**config.mk**
```make
export PLATFORM = sky130hd
export DESIGN_NAME = mem_port_arbiter
export DESIGN_NICKNAME = d
export VERILOG_FILES = /design/src/rtl/mem_pkg.sv /design/src/rtl/arb_rr_pick.sv /design/src/rtl/mem_port_arbiter.sv
export SDC_FILE = /design/constraint.sdc
export NUM_CORES = 1
export LEC_CHECK = 0
export CORE_MARGIN = 1
export CORE_UTILIZATION = 45
export DETAILED_ROUTE_END_ITERATION = 12
export PLACE_DENSITY = 0.85
export SKIP_LAST_GASP = 1
export SYNTH_ARGS = -nofsm -noshare
export SYNTH_HDL_FRONTEND = slang
export SYNTH_SLANG_ARGS = --single-unit
export TNS_END_PERCENT = 10
```
**constraint.sdc**
```tcl
create_clock -name clk -period 4.4 [get_ports clk]
set_input_delay 0.44 -clock clk [delete_from_list [all_inputs] [get_ports clk]]
set_output_delay 0.44 -clock clk [all_outputs]
set_load 0.1 [all_outputs]
```
**src/rtl/mem_pkg.sv**
```systemverilog
`default_nettype none
// ============================================================================
//  Module      : mem_pkg
//  Description : Shared memory-port types: RAM command encoding, arbiter
//                FSM states and requester grant identifiers.
//  Revision    : 1.0 - initial release
// ============================================================================
package mem_pkg;

    // Command presented to the RAM; also used by the cpu and the RAM model
    typedef enum logic [1:0] {
        MNONE  = 2'b00,
        MREAD  = 2'b01,
        MWRITE = 2'b10
    } mem_cmd_e;

    // Arbiter sequencing states
    typedef enum logic [1:0] {
        IDLE = 2'b00,
        RD   = 2'b01,
        WR   = 2'b10,
        DONE = 2'b11
    } arb_state_e;

    // Which requester owns the port
    typedef enum logic {
        FETCH = 1'b0,
        DATA  = 1'b1
    } grant_e;

endpackage
`default_nettype wire

```
**src/rtl/arb_rr_pick.sv**
```systemverilog
`default_nettype none
// ============================================================================
//  Module      : arb_rr_pick
//  Description : Combinational 2-way round-robin pick between the fetch and
//                data requesters. On a tie the requester that did not win
//                the previous tie is chosen.
//  Revision    : 1.0 - initial release
// ============================================================================
module arb_rr_pick
    import mem_pkg::*;
(
    input  logic   f_req,
    input  logic   d_req,
    input  grant_e last_grant,
    output grant_e grant,
    output logic   valid
);

    // Lone requester wins outright; a tie goes to the opposite of last_grant
    always_comb begin
        valid = f_req | d_req;
        grant = FETCH;
        if (f_req && d_req) begin
            grant = (last_grant == FETCH) ? DATA : FETCH;
        end else if (d_req) begin
            grant = DATA;
        end
    end

endmodule
`default_nettype wire

```
**src/rtl/mem_port_arbiter.sv**
```systemverilog
`default_nettype none
// ============================================================================
//  Module      : mem_port_arbiter
//  Description : Shares one RAM port between instruction fetch and
//                load/store. Each access is sequenced IDLE -> RD/WR -> DONE;
//                the done pulse coincides with the registered read data.
//  Revision    : 1.0 - initial release
// ============================================================================
module mem_port_arbiter
    import mem_pkg::*;
#(
    parameter int AW         = 9,
    parameter int DW         = 16,
    parameter int RD_LATENCY = 1
)(
    input  logic          clk,
    input  logic          reset,
    input  logic          f_req,
    input  logic [AW-1:0] f_addr,
    output logic          f_done,
    output logic [DW-1:0] f_rdata,
    input  logic          d_req,
    input  logic          d_we,
    input  logic [AW-1:0] d_addr,
    input  logic [DW-1:0] d_wdata,
    output logic          d_done,
    output logic [DW-1:0] d_rdata,
    output mem_cmd_e      mem_cmd,
    output logic [AW-1:0] mem_addr,
    output logic [DW-1:0] write_data,
    input  logic [DW-1:0] read_data
);

    // Counter only has to hold RD_LATENCY down to 1
    localparam int c_cnt_w = $clog2(RD_LATENCY + 1);

    arb_state_e           r_state,      w_state_nxt;
    logic [c_cnt_w-1:0]   r_cnt,        w_cnt_nxt;
    grant_e               r_last_grant, w_last_nxt;
    grant_e               r_cur_grant,  w_cur_nxt;
    mem_cmd_e             r_mem_cmd,    w_cmd_nxt;
    logic [AW-1:0]        r_mem_addr,   w_addr_nxt;
    logic [DW-1:0]        r_write_data, w_wdata_nxt;
    logic                 r_f_done,     w_f_done_nxt;
    logic                 r_d_done,     w_d_done_nxt;
    logic [DW-1:0]        r_f_rdata,    w_f_rdata_nxt;
    logic [DW-1:0]        r_d_rdata,    w_d_rdata_nxt;

    grant_e               w_pick_grant;
    logic                 w_pick_valid;

    arb_rr_pick u_pick (
        .f_req      (f_req),
        .d_req      (d_req),
        .last_grant (r_last_grant),
        .grant      (w_pick_grant),
        .valid      (w_pick_valid)
    );

    // Next-state and next-output logic; done pulses default low every cycle
    always_comb begin
        w_state_nxt   = r_state;
        w_cnt_nxt     = r_cnt;
        w_last_nxt    = r_last_grant;
        w_cur_nxt     = r_cur_grant;
        w_cmd_nxt     = r_mem_cmd;
        w_addr_nxt    = r_mem_addr;
        w_wdata_nxt   = r_write_data;
        w_f_done_nxt  = 1'b0;
        w_d_done_nxt  = 1'b0;
        w_f_rdata_nxt = r_f_rdata;
        w_d_rdata_nxt = r_d_rdata;

        case (r_state)
            IDLE: begin
                w_cmd_nxt = MNONE;
                if (w_pick_valid) begin
                    w_cur_nxt = w_pick_grant;
                    // Only a contested grant moves the round-robin pointer
                    if (f_req && d_req) begin
                        w_last_nxt = w_pick_grant;
                    end
                    // Address and data are latched here; later input changes are ignored
                    if ((w_pick_grant == DATA) && d_we) begin
                        w_cmd_nxt   = MWRITE;
                        w_addr_nxt  = d_addr;
                        w_wdata_nxt = d_wdata;
                        w_state_nxt = WR;
                    end else begin
                        w_cmd_nxt   = MREAD;
                        w_addr_nxt  = (w_pick_grant == FETCH) ? f_addr : d_addr;
                        w_cnt_nxt   = c_cnt_w'(RD_LATENCY);
                        w_state_nxt = RD;
                    end
                end
            end

            RD: begin
                if (r_cnt == c_cnt_w'(1)) begin
                    // Last MREAD cycle: read_data is valid now
                    if (r_cur_grant == FETCH) begin
                        w_f_rdata_nxt = read_data;
                        w_f_done_nxt  = 1'b1;
                    end else begin
                        w_d_rdata_nxt = read_data;
                        w_d_done_nxt  = 1'b1;
                    end
                    w_cmd_nxt   = MNONE;
                    w_state_nxt = DONE;
                end else begin
                    w_cnt_nxt = r_cnt - c_cnt_w'(1);
                end
            end

            WR: begin
                w_d_done_nxt = 1'b1;
                w_cmd_nxt    = MNONE;
                w_state_nxt  = DONE;
            end

            DONE: begin
                // Requests are ignored here so a requester dropping req at this edge is never reissued
                w_cmd_nxt   = MNONE;
                w_state_nxt = IDLE;
            end

            default: begin
                w_cmd_nxt   = MNONE;
                w_state_nxt = IDLE;
            end
        endcase
    end

    // State and output registers; reset aborts any transaction in flight
    always_ff @(posedge clk) begin
        if (!reset) begin
            r_state      <= IDLE;
            r_cnt        <= '0;
            r_last_grant <= FETCH;
            r_cur_grant  <= FETCH;
            r_mem_cmd    <= MNONE;
            r_mem_addr   <= '0;
            r_write_data <= '0;
            r_f_done     <= 1'b0;
            r_d_done     <= 1'b0;
            r_f_rdata    <= '0;
            r_d_rdata    <= '0;
        end else begin
            r_state      <= w_state_nxt;
            r_cnt        <= w_cnt_nxt;
            r_last_grant <= w_last_nxt;
            r_cur_grant  <= w_cur_nxt;
            r_mem_cmd    <= w_cmd_nxt;
            r_mem_addr   <= w_addr_nxt;
            r_write_data <= w_wdata_nxt;
            r_f_done     <= w_f_done_nxt;
            r_d_done     <= w_d_done_nxt;
            r_f_rdata    <= w_f_rdata_nxt;
            r_d_rdata    <= w_d_rdata_nxt;
        end
    end

    assign f_done     = r_f_done;
    assign f_rdata    = r_f_rdata;
    assign d_done     = r_d_done;
    assign d_rdata    = r_d_rdata;
    assign mem_cmd    = r_mem_cmd;
    assign mem_addr   = r_mem_addr;
    assign write_data = r_write_data;

endmodule
`default_nettype wire
```
==> reports/qor.csv, run 1 <==
stage,metric,value,unit
clock_tree,clock-pin slew on the worst setup and hold paths,70,ps
synthesis,syn_nets,360,
die,die width,78.4,um
clock_tree,H-Tree Depth,3,
cells_and_area,most frequent cells in the layout,"clkdlybuf4s50_1, nand2_1, dfxtp_1",
die,Initial Utilization,47.1,%
timing,Fmax,443,MHz
synthesis,"FF+latch count, synth",66,
detailed_routing,DRT iter0 DRCs,131,
die,die area,6150,um2
synthesis,synth unique cells,31,
cells_and_area,"commonest non-fill, non-tap cell in the layout",clkdlybuf4s50_1,
detailed_routing,DRT Pass-1 Iters,4,
synthesis,cell area after synthesis,2630,um2
cells_and_area,Register Area,1320,um2
global_route,initial antenna violation count,0,
synthesis,leading area contributor after synthesis,dfxtp_1,
setup_path,Worst setup EP type,output port,
global_route,total track usage,21.3,%
timing,Final Hold Fails,0,
timing,actual slew at the worst max-slew pin,1020,ps
power_and_ir_drop,Leak,1.42,nW
detailed_routing,ANT nets after route,0,
clock_tree,CTS root buffer,clkbuf_8,
timing,Fin Clk Skew,4.16,ps
clock_tree,"Clk Latency, worst-skew pair",320,ps
setup_path,slowest CP cell,clkdlybuf4s50_1,
timing,final setup violation count,0,
placement,I/O Buffers,115,
clock_tree,clock sinks,66,
synthesis,Post-synth ARST share,0,%
cells_and_area,layout cells sized above 1,3.87,%
cells_and_area,fillers,461,
placement,HPWL after DPL,4.48,mm
clock_tree,Post-CTS Repair Setup Buffers,0,
synthesis,Yosys top cell area share,50.3,%
die,placement row count,27,
setup_path,CP top delay family,buffers and inverters,
synthesis,"EDFF count, synth",0,
global_route,vias in the first global route,2248,
setup_path,WP data required,3960,ps
clock_tree,# resized after CTS,0,
timing,WHS,458,ps
cells_and_area,multi-input gate area in the final layout,1200,um2
synthesis,Syn Inst Count,301,
timing,Slew Limit Fails,0,
setup_path,worst path cell trace,clkdlybuf4s50_1,
timing,RSZ-0062 raised after global routing,false,
power_and_ir_drop,Worst IR Drop VDD,0.412,mV
synthesis,leading post-synthesis cells by cell area,"dfxtp_1, nand2_1, a21boi_0",
power_and_ir_drop,Cell Pwr Density,553,nW/um2
synthesis,Synth Flop Type,dfxtp_1,
die,die height,78.4,um
global_route,largest net degree at the start of global routing,68,
die,Core ar.,5570,um2
synthesis,post-synthesis sequential area ratio,50.3,%
detailed_routing,number of remaining DRC errors,0,
clock_tree,CTS tree,built,
timing,"Min Clock Period, post-route",2260,ps
timing,max_slew headroom,31.6,%
clock_tree,Clock Path Buffers,2,
flow_run,max cap viols,0,
setup_path,crit-path max FO,2,
timing,period utilization,51.3,%
detailed_routing,drt wl/cell,13.1,um
timing,setup_tns,0,ps
global_route,first-pass GRT wire length,10.3,mm
placement,Setup WS pre-CTS,1870,ps
cells_and_area,Ant. Diodes,0,
detailed_routing,Total Wirelength,6.35,mm
synthesis,Ys Warns,0,
synthesis,post-synthesis average cell area,8.73,um2
setup_path,nature of the critical path startpoint,flip-flop,
die,io pins,116,
detailed_routing,Via density,4.98,
setup_path,Slowest Stage Delay on Critical Path,1160,ps
cells_and_area,fin nets,467,
hold_path,Hold Path Class,flip-flop to flip-flop,
global_route,total grt overflow,0,
clock_tree,TritonCTS Buffers,9,
setup_path,kind of critical path,flip-flop to output port,
placement,RePlAce Congestion,0.722,
setup_path,Critical Path AT,1820,ps
cells_and_area,Syn-to-layout area delta,50.1,%
clock_tree,# hold bufs at CTS,0,
setup_path,CP Buf/Inv Count,1,
timing,setup ws final,2140,ps
detailed_routing,Vias,2417,
outcome,outcome,"finished, final reports clean",
[cell type report]
type                    instances  share of cell area, %
clock inverters                 3                   1.02
clock buffers                  13                   3.52
repair buffers                115                   29.1
well taps                      72                   2.28
flip-flops and latches         66                   33.5
inverters                       2                  0.190
multi-input cells             214                   30.4
[synthesized netlist by cell type, types with 3 or more instances]
master / count
and2_1: 3
nand2_1: 100
clkbuf_1: 8
buf_2: 5
a21oi_1: 12
mux2i_1: 9
a21boi_0: 38
a21boi_1: 11
ha_1: 4
dfxtp_1: 66
o21ai_0: 13
buf_4: 3
nor2b_1: 4
nand3_1: 4
[worst paths after layout]
path	from	to	slack [ps]	cells past startpoint
max	f_rdata[11]	f_rdata[11]	2140	1
min	write_data[7]	write_data[7]	460	2
max reg2reg	r_last_grant	write_data[5]	2610	4
min reg2reg	write_data[7]	write_data[7]	460	2
[where the power goes]
part           internal [mW]  switching (mW)  leakage (nW)  total, mW
combinational          0.253           0.721         0.790      0.974
sequential             0.684          0.0505         0.537      0.735
clock                  0.261           0.210        0.0914      0.471
[routing by layer]
metal / track usage, % / vias to the layer above / part of all wire (%)
met5: 0 / - / 0
met4: 6.30 / 0 / 1.2
met3: 6.40 / 6 / 5.7
met2: 36.2 / 93 / 49
met1: 25.8 / 1108 / 44
li1: - / 1210 / -
[cell families (layout without fill, tap and decap cells)]
| kind of cell | Yosys count | after routing | synth area share [%] |
|---|---|---|---|
| adders and majority gates | 4 | 4 | 1.91 |
| buffers and inverters | 21 | 133 | 4.05 |
| xor gates and xnor gates | 1 | 1 | 0.334 |
| AOI/OAI and AO/OA | 80 | 80 | 21.1 |
| muxes | 9 | 9 | 3.43 |
| DFF | 66 | 66 | 50.3 |
| and+or+nand+nor | 120 | 120 | 18.9 |
[sequential cells by signal, summed over array words and instances, names as in the netlist]
register      count
write_data       16
mem_addr          9
f_rdata          16
r_state           2
d_rdata          16
d_done            1
f_done            1
r_last_grant      1
r_cur_grant       1
mem_cmd           2
r_cnt             1
[metrics by stage]
stage	cells	utilization [%]	instance area, um2	total power [mW]
2_1_floorplan	301	-	2630	1.49
4_1_cts	485	70.7	3940	2.19
3_5_place_dp	469	67.5	3760	1.72
3_3_place_gp	469	67.5	3760	1.70
6_report	485	70.7	3940	2.18
5_1_grt	485	70.7	3940	2.28
No activity file was read; power rests on OpenSTA's default activity.
==> run 2: changes to the inputs <==
--- a/config.mk
+++ b/config.mk
@@ -6,9 +6,9 @@
 export NUM_CORES = 1
 export LEC_CHECK = 0
 export CORE_MARGIN = 1
-export CORE_UTILIZATION = 45
+export CORE_UTILIZATION = 42
 export DETAILED_ROUTE_END_ITERATION = 12
-export PLACE_DENSITY = 0.85
+export PLACE_DENSITY = 0.8
 export SKIP_LAST_GASP = 1
 export SYNTH_ARGS = -nofsm -noshare
 export SYNTH_HDL_FRONTEND = slang
==> constraint.sdc (replaced) <==
create_clock -name clk -period 2.2 [get_ports clk]
set_input_delay 0.22 -clock clk [delete_from_list [all_inputs] [get_ports clk]]
set_output_delay 0.22 -clock clk [all_outputs]
set_load 0.1 [all_outputs]
==> reports/qor.csv, run 2 (synthesis results as in run 1) <==
stage,metric,value,unit,change
outcome,outcome,"finished, final reports clean",,
clock_tree,CTS root buffer,clkbuf_8,,
timing,RSZ-0062 raised after global routing,false,,
detailed_routing,Total Wirelength,6.20,mm,-2.3%
detailed_routing,ANT nets after route,0,,unchanged
detailed_routing,Vias,2402,,-0.62%
global_route,GRT Max-Usage Layer,met2,,
timing,Fmax,636,MHz,
cells_and_area,Ant. Diodes,0,,unchanged
global_route,total track usage,19.5,%,-1.8 points
detailed_routing,drt wl/cell,12.5,um,-4.3%
die,die width,81.1,um,+3.4%
setup_path,nature of the critical path startpoint,flip-flop,,
cells_and_area,layout cells sized above 1,21.0,%,+17 points
timing,period utilization,71.5,%,
global_route,met2 Resource Use GR,35.2,%,-1.0 points
setup_path,WP data required,2450,ps,-1510 ps
global_route,vias in the first global route,2347,,+4.4%
global_route,total grt overflow,0,,unchanged
placement,I/O Buffers,115,,unchanged
timing,actual slew at the worst max-slew pin,481,ps,-541 ps
cells_and_area,Syn-to-layout area delta,47.4,%,
clock_tree,clock sinks,66,,unchanged
global_route,met3 usage in global routing,4.83,%,-1.6 points
cells_and_area,fin util,64.6,%,-6.1 points
clock_tree,"Clk Latency, worst-skew pair",330,ps,about the same
cells_and_area,"commonest non-fill, non-tap cell in the layout",nand2_1,,
detailed_routing,DRT Pass-1 Iters,4,,unchanged
clock_tree,# resized after CTS,0,,unchanged
flow_run,max cap viols,0,,unchanged
global_route,largest net degree at the start of global routing,35,,-49%
cells_and_area,fillers,520,,+13%
setup_path,crit-path max FO,18,,+16
timing,"Min Clock Period, post-route",1570,ps,
power_and_ir_drop,Cell Pwr Density,1130,nW/um2,+110%
timing,final setup violation count,0,,unchanged
timing,Slew Limit Fails,0,,unchanged
global_route,first-pass GRT wire length,9.89,mm,-3.8%
die,Initial Utilization,43.8,%,-3.3 points
global_route,met1 Usage GRT,21.6,%,-4.2 points
die,Core ar.,5990,um2,+7.5%
timing,Final Hold Fails,0,,unchanged
die,io pins,116,,unchanged
setup_path,Worst setup EP type,flip-flop,,
hold_path,hold depth,2,,unchanged
clock_tree,clock-pin slew on the worst setup and hold paths,70,ps,about the same
detailed_routing,Via density,4.85,,-2.6%
setup_path,kind of critical path,flip-flop to flip-flop,,
cells_and_area,fin nets,474,,+1.5%
clock_tree,# hold bufs at CTS,0,,unchanged
power_and_ir_drop,Leak,1.57,nW,+11%
timing,max_slew headroom,67.9,%,+36 points
die,die area,6570,um2,+7.0%
placement,RePlAce Congestion,0.698,,-3.4%
power_and_ir_drop,Worst IR Drop VDD,0.681,mV,+65%
detailed_routing,DRT iter0 DRCs,102,,-22%
die,placement row count,28,,+3.7%
clock_tree,Post-CTS Repair Setup Buffers,0,,unchanged
clock_tree,CTS tree,built,,
hold_path,Hold Path Class,primary input to flip-flop,,
setup_path,reg2reg path depth,5,,+1
clock_tree,TritonCTS Buffers,9,,unchanged
global_route,initial antenna violation count,0,,unchanged
timing,setup_tns,0,ps,unchanged
clock_tree,Clock Path Buffers,2,,unchanged
clock_tree,H-Tree Depth,3,,unchanged
timing,Fin Clk Skew,10.1,ps,+5.98 ps
detailed_routing,number of remaining DRC errors,0,,unchanged
setup_path,Critical Path AT,1820,ps,about the same
placement,HPWL after DPL,4.43,mm,-1.1%
cells_and_area,most frequent cells in the layout,"nand2_1, buf_4, dfxtp_1",,
die,die height,81.1,um,+3.4%
-- run 2: changes by cell type in the layout (fill, tap and decap cells not counted) --
cell	delta
clkinvlp_4	+3
clkbuf_8	+1
clkdlybuf4s50_1	-61
clkinv_2	-1
clkinv_4	+1
buf_4	+68
clkbuf_1	-4
-- run 2: layout make-up --
cell class                 count  area [um2]  area share (%)
multi-input combinational    214        1200            31.0
timing repair buffer         122        1050            27.0
clock inverter                 6        66.3            1.71
inverter                       2        7.51           0.194
tap                           75        93.8            2.42
clock buffer                  10         138            3.56
sequential                    66        1320            34.1
-- run 2: critical path, stage by stage, from the launching register on --
cell	delay (ps)
dfxtp_1	330
inv_1	100
ha_1	310
and2b_1	470
o21ai_0	140
a21oi_1	150
-- run 2: per-layer routing --
metal / up-vias / routed length, um
li1: 1220 / -
met1: 1095 / 2680
met2: 78 / 3060
met3: 9 / 359
met4: 0 / 96
met5: - / 0
-- run 2: worst paths after layout --
path / startpoint / to / slack [ps]
worst max-delay path: r_state[0] / mem_addr[6] / 630
worst min-delay path: reset / r_cnt / 380
worst max register to register: r_state[0] / mem_addr[6] / 630
worst min register to register: write_data[12] / write_data[12] / 460
-- run 2: per-stage QoR --
stage               cells  area, um2  power, mW  hold WS (ps)  setup slack, ps
detailed placement    479       3670       3.40           450              407
global route          495       3870       4.61           398              445
finish                495       3870       4.39           378              628
global placement      479       3670       3.37           442              520
floorplan             301       2630       2.97           355              718
CTS                   495       3870       4.43           369              602
-- run 2: power by group --
part | internal, mW | total, mW | switching [mW]
clock network | 0.554 | 1.02 | 0.465
registers | 1.37 | 1.47 | 0.106
logic | 0.475 | 1.90 | 1.42
